**src/rtl/chunk_defs.sv**
```systemverilog
// Shared definitions for the chunk transport: chunk type codes,
// arbiter state encodings and the chunk type field width.
package chunk_defs;

  localparam int CHUNK_TYPE_WIDTH = 8;

  localparam logic [CHUNK_TYPE_WIDTH-1:0] CHUNK_TYPE_LEDS    = 8'h01;
  localparam logic [CHUNK_TYPE_WIDTH-1:0] CHUNK_TYPE_BUTTONS = 8'h02;
  localparam logic [CHUNK_TYPE_WIDTH-1:0] CHUNK_TYPE_DISPLAY = 8'h06;

  typedef enum logic [1:0] {
    IDLE = 2'd0,
    SEND = 2'd1,
    ACK  = 2'd2
  } arb_state_t;

endpackage

```
**src/rtl/rr_priority_picker.sv**
```systemverilog
// Round-robin picker: finds the first eligible source scanning upward from
// the pointer, wrapping modulo NUM_SOURCES (not modulo a power of two).
module rr_priority_picker #(
  parameter int NUM_SOURCES    = 4,
  parameter int SRC_INDEX_SIZE = 2
) (
  input  logic [NUM_SOURCES-1:0]    eligible,
  input  logic [SRC_INDEX_SIZE-1:0] pointer,
  output logic                      found,
  output logic [SRC_INDEX_SIZE-1:0] index
);

  // Scan offsets 0..N-1 from the pointer and keep the first eligible hit.
  always_comb begin
    found = 1'b0;
    index = '0;
    for (int off = 0; off < NUM_SOURCES; off++) begin
      int   cand;
      logic cand_bit;
      cand = int'(pointer) + off;
      if (cand >= NUM_SOURCES) cand = cand - NUM_SOURCES;
      cand_bit = 1'b0;
      for (int i = 0; i < NUM_SOURCES; i++) begin
        if (i == cand) cand_bit = eligible[i];
      end
      if (!found && cand_bit) begin
        found = 1'b1;
        index = SRC_INDEX_SIZE'(cand);
      end
    end
  end

endmodule

```
**src/rtl/tx_chunk_arbiter.sv**
```systemverilog
// Shares one UART byte transmitter between several chunk producers.
// A granted chunk is latched and sent as [type, payload 0 .. payload P-1],
// then the producer is acknowledged with a one-cycle src_ack pulse.
module tx_chunk_arbiter
  import chunk_defs::*;
#(
  parameter int NUM_SOURCES    = 4,
  parameter int PAYLOAD_BYTES  = 2,
  parameter int SRC_INDEX_SIZE = 2
) (
  input  logic                                  CLK,
  input  logic                                  RST_N,
  input  logic [NUM_SOURCES-1:0]                src_should_update,
  input  logic [NUM_SOURCES*CHUNK_TYPE_WIDTH-1:0] src_chunk_type,
  input  logic [NUM_SOURCES*PAYLOAD_BYTES*8-1:0] src_chunk_bytes,
  input  logic [NUM_SOURCES-1:0]                src_enable,
  output logic [NUM_SOURCES-1:0]                src_ack,
  output logic                                  tx_valid,
  output logic [7:0]                            tx_data,
  input  logic                                  tx_ready,
  output logic                                  busy,
  output logic [SRC_INDEX_SIZE-1:0]             grant_index
);

  localparam int CHUNK_BITS = PAYLOAD_BYTES * 8;
  localparam int CNT_W      = $clog2(PAYLOAD_BYTES + 1);

  arb_state_t                  state;
  arb_state_t                  next_state;
  logic [CNT_W-1:0]            byte_cnt;
  logic [CHUNK_TYPE_WIDTH-1:0] type_q;
  logic [CHUNK_BITS-1:0]       payload_q;
  logic [SRC_INDEX_SIZE-1:0]   rr_ptr;
  logic [NUM_SOURCES-1:0]      eligible;
  logic                        pick_found;
  logic [SRC_INDEX_SIZE-1:0]   pick_index;
  logic [CHUNK_TYPE_WIDTH-1:0] winner_type;
  logic [CHUNK_BITS-1:0]       winner_payload;
  logic [7:0]                  payload_byte;
  logic                        last_byte;

  assign eligible  = src_should_update & src_enable;
  assign last_byte = (byte_cnt == CNT_W'(PAYLOAD_BYTES));

  rr_priority_picker #(
    .NUM_SOURCES   (NUM_SOURCES),
    .SRC_INDEX_SIZE(SRC_INDEX_SIZE)
  ) u_picker (
    .eligible(eligible),
    .pointer (rr_ptr),
    .found   (pick_found),
    .index   (pick_index)
  );

  // Select the winning source's type and payload from the flattened buses.
  always_comb begin
    winner_type    = '0;
    winner_payload = '0;
    for (int i = 0; i < NUM_SOURCES; i++) begin
      if (pick_index == SRC_INDEX_SIZE'(i)) begin
        winner_type    = src_chunk_type[i*CHUNK_TYPE_WIDTH +: CHUNK_TYPE_WIDTH];
        winner_payload = src_chunk_bytes[i*CHUNK_BITS +: CHUNK_BITS];
      end
    end
  end

  // Pick the latched payload byte addressed by byte_cnt-1.
  always_comb begin
    payload_byte = '0;
    for (int k = 0; k < PAYLOAD_BYTES; k++) begin
      if (byte_cnt == CNT_W'(k + 1)) payload_byte = payload_q[k*8 +: 8];
    end
  end

  // State register; reset abandons any in-flight chunk without an ack.
  always_ff @(posedge CLK or negedge RST_N) begin
    if (!RST_N) state <= IDLE;
    else        state <= next_state;
  end

  // Next-state logic: grant on any eligible request, leave SEND after the
  // last byte is accepted, and spend exactly one cycle in ACK.
  always_comb begin
    next_state = state;
    case (state)
      IDLE:    if (pick_found) next_state = SEND;
      SEND:    if (tx_ready && last_byte) next_state = ACK;
      ACK:     next_state = IDLE;
      default: next_state = IDLE;
    endcase
  end

  // Datapath: latch the granted chunk, count accepted bytes, advance the
  // round-robin pointer past the source just served.
  always_ff @(posedge CLK or negedge RST_N) begin
    if (!RST_N) begin
      byte_cnt    <= '0;
      type_q      <= '0;
      payload_q   <= '0;
      grant_index <= '0;
      rr_ptr      <= '0;
    end else begin
      case (state)
        IDLE: begin
          if (pick_found) begin
            type_q      <= winner_type;
            payload_q   <= winner_payload;
            grant_index <= pick_index;
            byte_cnt    <= '0;
          end
        end
        SEND: begin
          if (tx_ready && !last_byte) byte_cnt <= byte_cnt + 1'b1;
        end
        ACK: begin
          rr_ptr <= (grant_index == SRC_INDEX_SIZE'(NUM_SOURCES - 1)) ?
                    '0 : grant_index + 1'b1;
        end
        default: ;
      endcase
    end
  end

  // Outputs decoded from the state register so src_ack is glitch-free.
  always_comb begin
    tx_valid = 1'b0;
    tx_data  = '0;
    src_ack  = '0;
    busy     = (state != IDLE);
    case (state)
      SEND: begin
        tx_valid = 1'b1;
        tx_data  = (byte_cnt == '0) ? type_q : payload_byte;
      end
      ACK: begin
        for (int i = 0; i < NUM_SOURCES; i++) begin
          if (grant_index == SRC_INDEX_SIZE'(i)) src_ack[i] = 1'b1;
        end
      end
      default: ;
    endcase
  end

endmodule
```
**config.mk**
```make
export PLATFORM = sky130hd
export DESIGN_NAME = tx_chunk_arbiter
export DESIGN_NICKNAME = d
export VERILOG_FILES = /design/src/rtl/chunk_defs.sv /design/src/rtl/rr_priority_picker.sv /design/src/rtl/tx_chunk_arbiter.sv
export SDC_FILE = /design/constraint.sdc
export NUM_CORES = 1
export LEC_CHECK = 0
export ABC_AREA = 1
export BUFFER_PORTS_ARGS = -buffer_cell sky130_fd_sc_hd__buf_2
export CORE_UTILIZATION = 30
export CTS_CLUSTER_SIZE = 16
export DETAILED_ROUTE_END_ITERATION = 7
export GPL_ROUTABILITY_DRIVEN = 1
export PLACE_DENSITY_LB_ADDON = 0.3
export RECOVER_POWER = 50
export SLEW_MARGIN = 20
export SYNTH_ARGS = -nofsm -noshare
export SYNTH_HDL_FRONTEND = slang
export SYNTH_SLANG_ARGS = --single-unit
```
**constraint.sdc**
```tcl
create_clock -name CLK -period 3.3 [get_ports CLK]
set_clock_uncertainty 0.05 [all_clocks]
set_input_delay 0.165 -clock CLK [delete_from_list [all_inputs] [get_ports CLK]]
set_output_delay 0.165 -clock CLK [all_outputs]
set_load 0.01 [all_outputs]
```
After elaboration in Yosys (flattened, before gate mapping). Cells that the tools add are included.

Output and inout bits: 16. Bits in registers: 32. Logic and storage cells: 120. Input bits: 107.

Magnitude comparators: 4. Add/sub/neg operators: 9. Reductions and logical operators: 22. Muxes and demuxes: 53. Equal/unequal tests: 25. Bitwise gates (word level): 1.

Operators by type and width (count): 3-bit by 32-bit == test with 1-bit output, first input constant (8); 2-bit by 32-bit == test with 1-bit output, first input constant (4); 32-bit logical NOT (4); 32-bit two-way mux (4); 32-bit by 4-bit >= comparator with 1-bit output, second input constant (3); 32-bit by 4-bit subtractor with 32-bit output, second input constant (3); 16-bit two-way mux (4); 8-bit two-way mux (8); 1-bit two-way mux (25); 2-bit two-way mux (9); 2-bit == test, second input constant (6); 2-bit by 1-bit == test with 1-bit output, second input constant (4); 2-bit logical NOT (4); 2-bit one-hot mux with 2 select lines (2); 2-bit by 2-bit adder with 3-bit output, second input constant (2); 2-bit != test, second input constant (3); 1-bit logical AND (5); 2-bit by 1-bit adder with 2-bit output, second input constant (2); 4-bit bitwise AND (1); 1-bit logical NOT (4); 4-bit two-way mux (1); 2-bit AND reduction (2); 2-bit nonzero test (2); 2-bit by 3-bit subtractor with 4-bit output, second input constant (1); 3 further kinds (3).

Depth between registers and ports, before layout.
Depth in word-level cells: 22. Mapped depth: 20. Gate-level depth less buffers: 18.

Modules after synthesis. Synthesis repeated with hierarchy kept, for this count alone.

Cell total of the unflattened synthesis: 440. Area, all modules: 2773.9 um2.

By module, submodules not included: tx_chunk_arbiter (instances 1, area an instance 2382.3 um2, sequential area each 800.8 um2, cells each 374); rr_priority_picker (instances 1, area an instance 391.6 um2, sequential area each 0.0 um2, cells each 66).

Least setup slack after synthesis. No wires, ideal clock.

Path kind: reg-to-reg. Start point: register rr_ptr[1]. End point: register payload_q[10]. Stages on the path, launching flop included: 20. Data required time: 3.134 ns. Data arrival time: 2.106 ns. Period minus slack after synthesis: 2.272 ns. Slack: 1.028 ns. Library setup time: 0.116 ns. Buffers on the path: 2. Cell sequence: dfrtp_1 -> inv_1 -> ha_1 -> nor2_1 -> nand2_1 -> nand3_1 -> nand2_1 -> nand2_2 -> nor2_4 -> nand3_2 -> nand2_2 -> nand2_4 -> inv_2 -> buf_6 -> nand2_4 -> buf_6 -> o21ai_1 -> inv_1 -> nand2_1 -> nand2_1.

Word-level cells in the longest chain between the ends: 22. Elaborated cells between the ends (all ways): 70. Those cells by class: add/sub: 7; order compare: 4; eq/ne: 15; mux: 32; reduce/logical: 12.

RTL lines: start: declaration (RTL line tx_chunk_arbiter.sv:33) `logic [SRC_INDEX_SIZE-1:0] rr_ptr;`; start signal: assignment (RTL line tx_chunk_arbiter.sv:116) `rr_ptr <= (grant_index == SRC_INDEX_SIZE'(NUM_SOURCES - 1)) ?`; branches (longest 22 deep; another with 32-bit by 4-bit subtractor with 32-bit output); end signal: assignment (RTL line tx_chunk_arbiter.sv:107) `payload_q <= winner_payload;`; end: declaration (RTL line tx_chunk_arbiter.sv:32) `logic [CHUNK_BITS-1:0] payload_q;`.

Several ways; the timed one is not identified. A chain may end at the register's enable or synchronous reset.

Worst setup path after layout.
Start point: register rr_ptr[0]. End point: register payload_q[5].

The elaborated chain is that of the path after synthesis.

==> results.cfg <==
[run_status]
status = finished with violations
violations = DRC, capacitance limit, slew limit

[global_route]
busiest_layer = met2
globalRouteOverflowTotal = 0
grt.met3_usage = 0.02792
grt.met1_usage = 0.2234
grtUsageTotal = 0.1692
grt_max_degree = 33
antenna_found_initial = 0
grt_pass1_vias = 2964
grt_pass1_wl_mm = 13.22
met2_usage = 0.2839

[drt]
vias = 3105
post_drt_wl_per_cell_um = 12.21
dr.pass1.iters = 6
drtIter0Drc = 176
ant_nets = 0
drc = 4
via_per_inst = 4.690
wl_mm = 8.083

[final_layout]
fin_nets = 675
antenna_cells = 0
fin_cells = 662
area_delta_synth_final_pct = 26.54
multiInputGateArea_um2 = 1594
n_fill_cell = 942
drive_gt1_frac = 0.2545
register_area_um2 = 800.8
postLayoutCoreUtil = 0.3970

[critical_path]
crit_fanout = 29
cp-start-kind = register
max_stage_delay_ns = 0.46
cp.arrival_ns = 3.07
crit_type = reg2reg
r2r_start = rr_ptr[0]
startpoint = rr_ptr[0]
cp_top_family = simple AND/OR/NAND/NOR gates
worstPathRequired_ns = 3.42
crit_slowest_cell = dfrtp_1
path_buf_inv = 4
endpoint_kind = register
crit_chain = inv_1, ha_1, inv_1, nand4_1, nand3_1, nand2_1, nand2_2, o21ai_1, nand2_4, inv_2, nand2_4, o21ai_1, inv_1, nand2_1, nand2_1

[yosys]
avgSynthCellArea_um2 = 6.265
yosysSeqAreaShare = 0.2899
synth-seq-cells = 32
ys_warn_count = 0
netlist_area_um2 = 2763
syn_nets = 563
synthesis.instances = 441
ys_types = 21

[min_path]
hold_class = in2reg
min_from = tx_ready

[die]
die_area_um2 = 9596
die_h_um = 97.96
coreArea_um2 = 8806
io_pins = 123
fp.dieW_um = 97.96
start_util = 0.3137
row_count = 34

[cts]
post_cts_buffers = 0
root_buffer = clkbuf_8
clock_path_buffers = 2
cts_made_buffers = 5
cts_max_level = 2
cts_tree = done
clkTransAtPathRegs_ns = 0.07
clk_latency_ns = 0.28
cts.sinks = 32

[timing]
tns_ns = 0
grt_setup_unrepaired = yes
max_freq_mhz = 339.6
hold_viol_final = 0
relSlewSlack = -0.1569
finalCriticalPeriod_ns = 2.945
period_share = 0.8924
setup_viol = 0
tightest_slew_ns = 1.735
slew_violations = 33

[pwr]
finalPower_mw = 4.217
leakage_nw = 2.040
pwr_density_cell_nw_per_um2 = 1206
peakVddDrop_uv = 705.5

[placed_design]
gp_congestion = 0.8750
port_buffers = 122
hpwl_mm = 6.497
dp_cells = 653

[flow_run]
drv_cap = 1
## worst register-to-register path, cell delays in order, from the launching register on
cell and delay [ns]:
dfrtp_1 0.46, inv_1 0.19, ha_1 0.26, inv_1 0.09, nand4_1 0.08, nand3_1 0.09, nand2_1 0.08, nand2_2 0.09
o21ai_1 0.25, nand2_4 0.14, inv_2 0.40, nand2_4 0.26, o21ai_1 0.18, inv_1 0.05, nand2_1 0.10, nand2_1 0.06
## flip-flops by register name, indices dropped and copies added, names as in the netlist
register     count
byte_cnt         2
rr_ptr           2
grant_index      2
state            2
payload_q       16
type_q           8
## layer usage
layer,vias up,routed length [um]
li1,1625,-
met1,1352,3714
met5,-,0
met3,8,480
met4,0,113
met2,120,3775
## cell families (layout without fill, tap and decap cells)
kind of cell               after synthesis  after routing  synth area share
and+or+nand+nor                        232            232            0.3605
AOI/OAI and AO/OA                       81             81            0.1476
buffers and inverters                   81            194            0.1341
DFF                                     32             32            0.2899
adders and majority gates               15             15           0.06793
## what timing repair did
action	in CTS	in global routing
endpoints found under the setup margin	0	2
hold buffers	1	0
gates resized for setup	0	0
endpoints found under the hold margin	32	0
## final cells by class
class | instances | area share
repair buffers | 125 | 0.1800
well taps | 108 | 0.03865
clock buffers | 6 | 0.02076
clock inverters | 2 | 0.01002
flip-flops and latches | 32 | 0.2291
multi-input cells | 328 | 0.4560
inverters | 61 | 0.06550
## power breakdown
| group | internal, mW | switching [mW] |
|---|---|---|
| clock network | 0.224 | 0.145 |
| logic | 1.01 | 2.12 |
| registers | 0.589 | 0.129 |
| total | 1.82 | 2.40 |
## cells in the mapped netlist, drive strengths merged
| master | instances | share of area |
|---|---|---|
| nand4 | 4 | 0.0091 |
| inv | 60 | 0.082 |
| nor3 | 1 | 0.0018 |
| clkinv | 1 | 0.0014 |
| nor2 | 20 | 0.033 |
| buf | 13 | 0.042 |
| a21oi | 22 | 0.040 |
| o31ai | 1 | 0.0027 |
| clkbuf | 7 | 0.0095 |
| nand2 | 154 | 0.22 |
| dfrtp | 32 | 0.29 |
| ha | 15 | 0.068 |
| nand3 | 53 | 0.10 |
| o21ai | 58 | 0.11 |
## through the flow
| step | area, um2 | hold slack [ns] | worst slack [ns] |
|---|---|---|---|
| final | 3496 | 0.09567 | 0.3550 |
| after global routing | 3496 | 0.1238 | -0.02684 |
| after CTS | 3502 | 0.09144 | 0.3605 |
| after detailed placement | 3385 | 0.2109 | 0.3763 |
| after global placement | 3382 | 0.2082 | 0.2117 |
| after floorplan | 2763 | -0.1806 | 1.028 |
## cell usage in the layout (no fill, tap or decap)
cell	n
a21oi_1	22
nand4_1	4
inv_2	5
clkinv_1	1
buf_4	2
nand3_1	51
buf_2	117
clkbuf_1	6
o31ai_1	1
inv_1	55
clkinv_2	1
nor2_1	17
dfrtp_1	32
nand2_4	2
o21ai_0	32
ha_1	15
bufinv_16	1
dlygate4sd3_1	1
o21ai_1	26
nand2_2	3
nor2_2	1
clkbuf_8	5
nand2_1	149
nor3_1	1
nor2_4	2
nand3_2	2
## final timing paths
kind	end	slack (ns)	cells after the start
max	payload_q[5]	0.36	15
min	state[1]	0.1	3
max reg2reg	payload_q[5]	0.36	15
min reg2reg	type_q[7]	0.43	2
max in group asynchronous	type_q[2]	1.36	2
min in group asynchronous	payload_q[7]	0.83	2
Note: power is estimated with default switching activity, not from simulation.
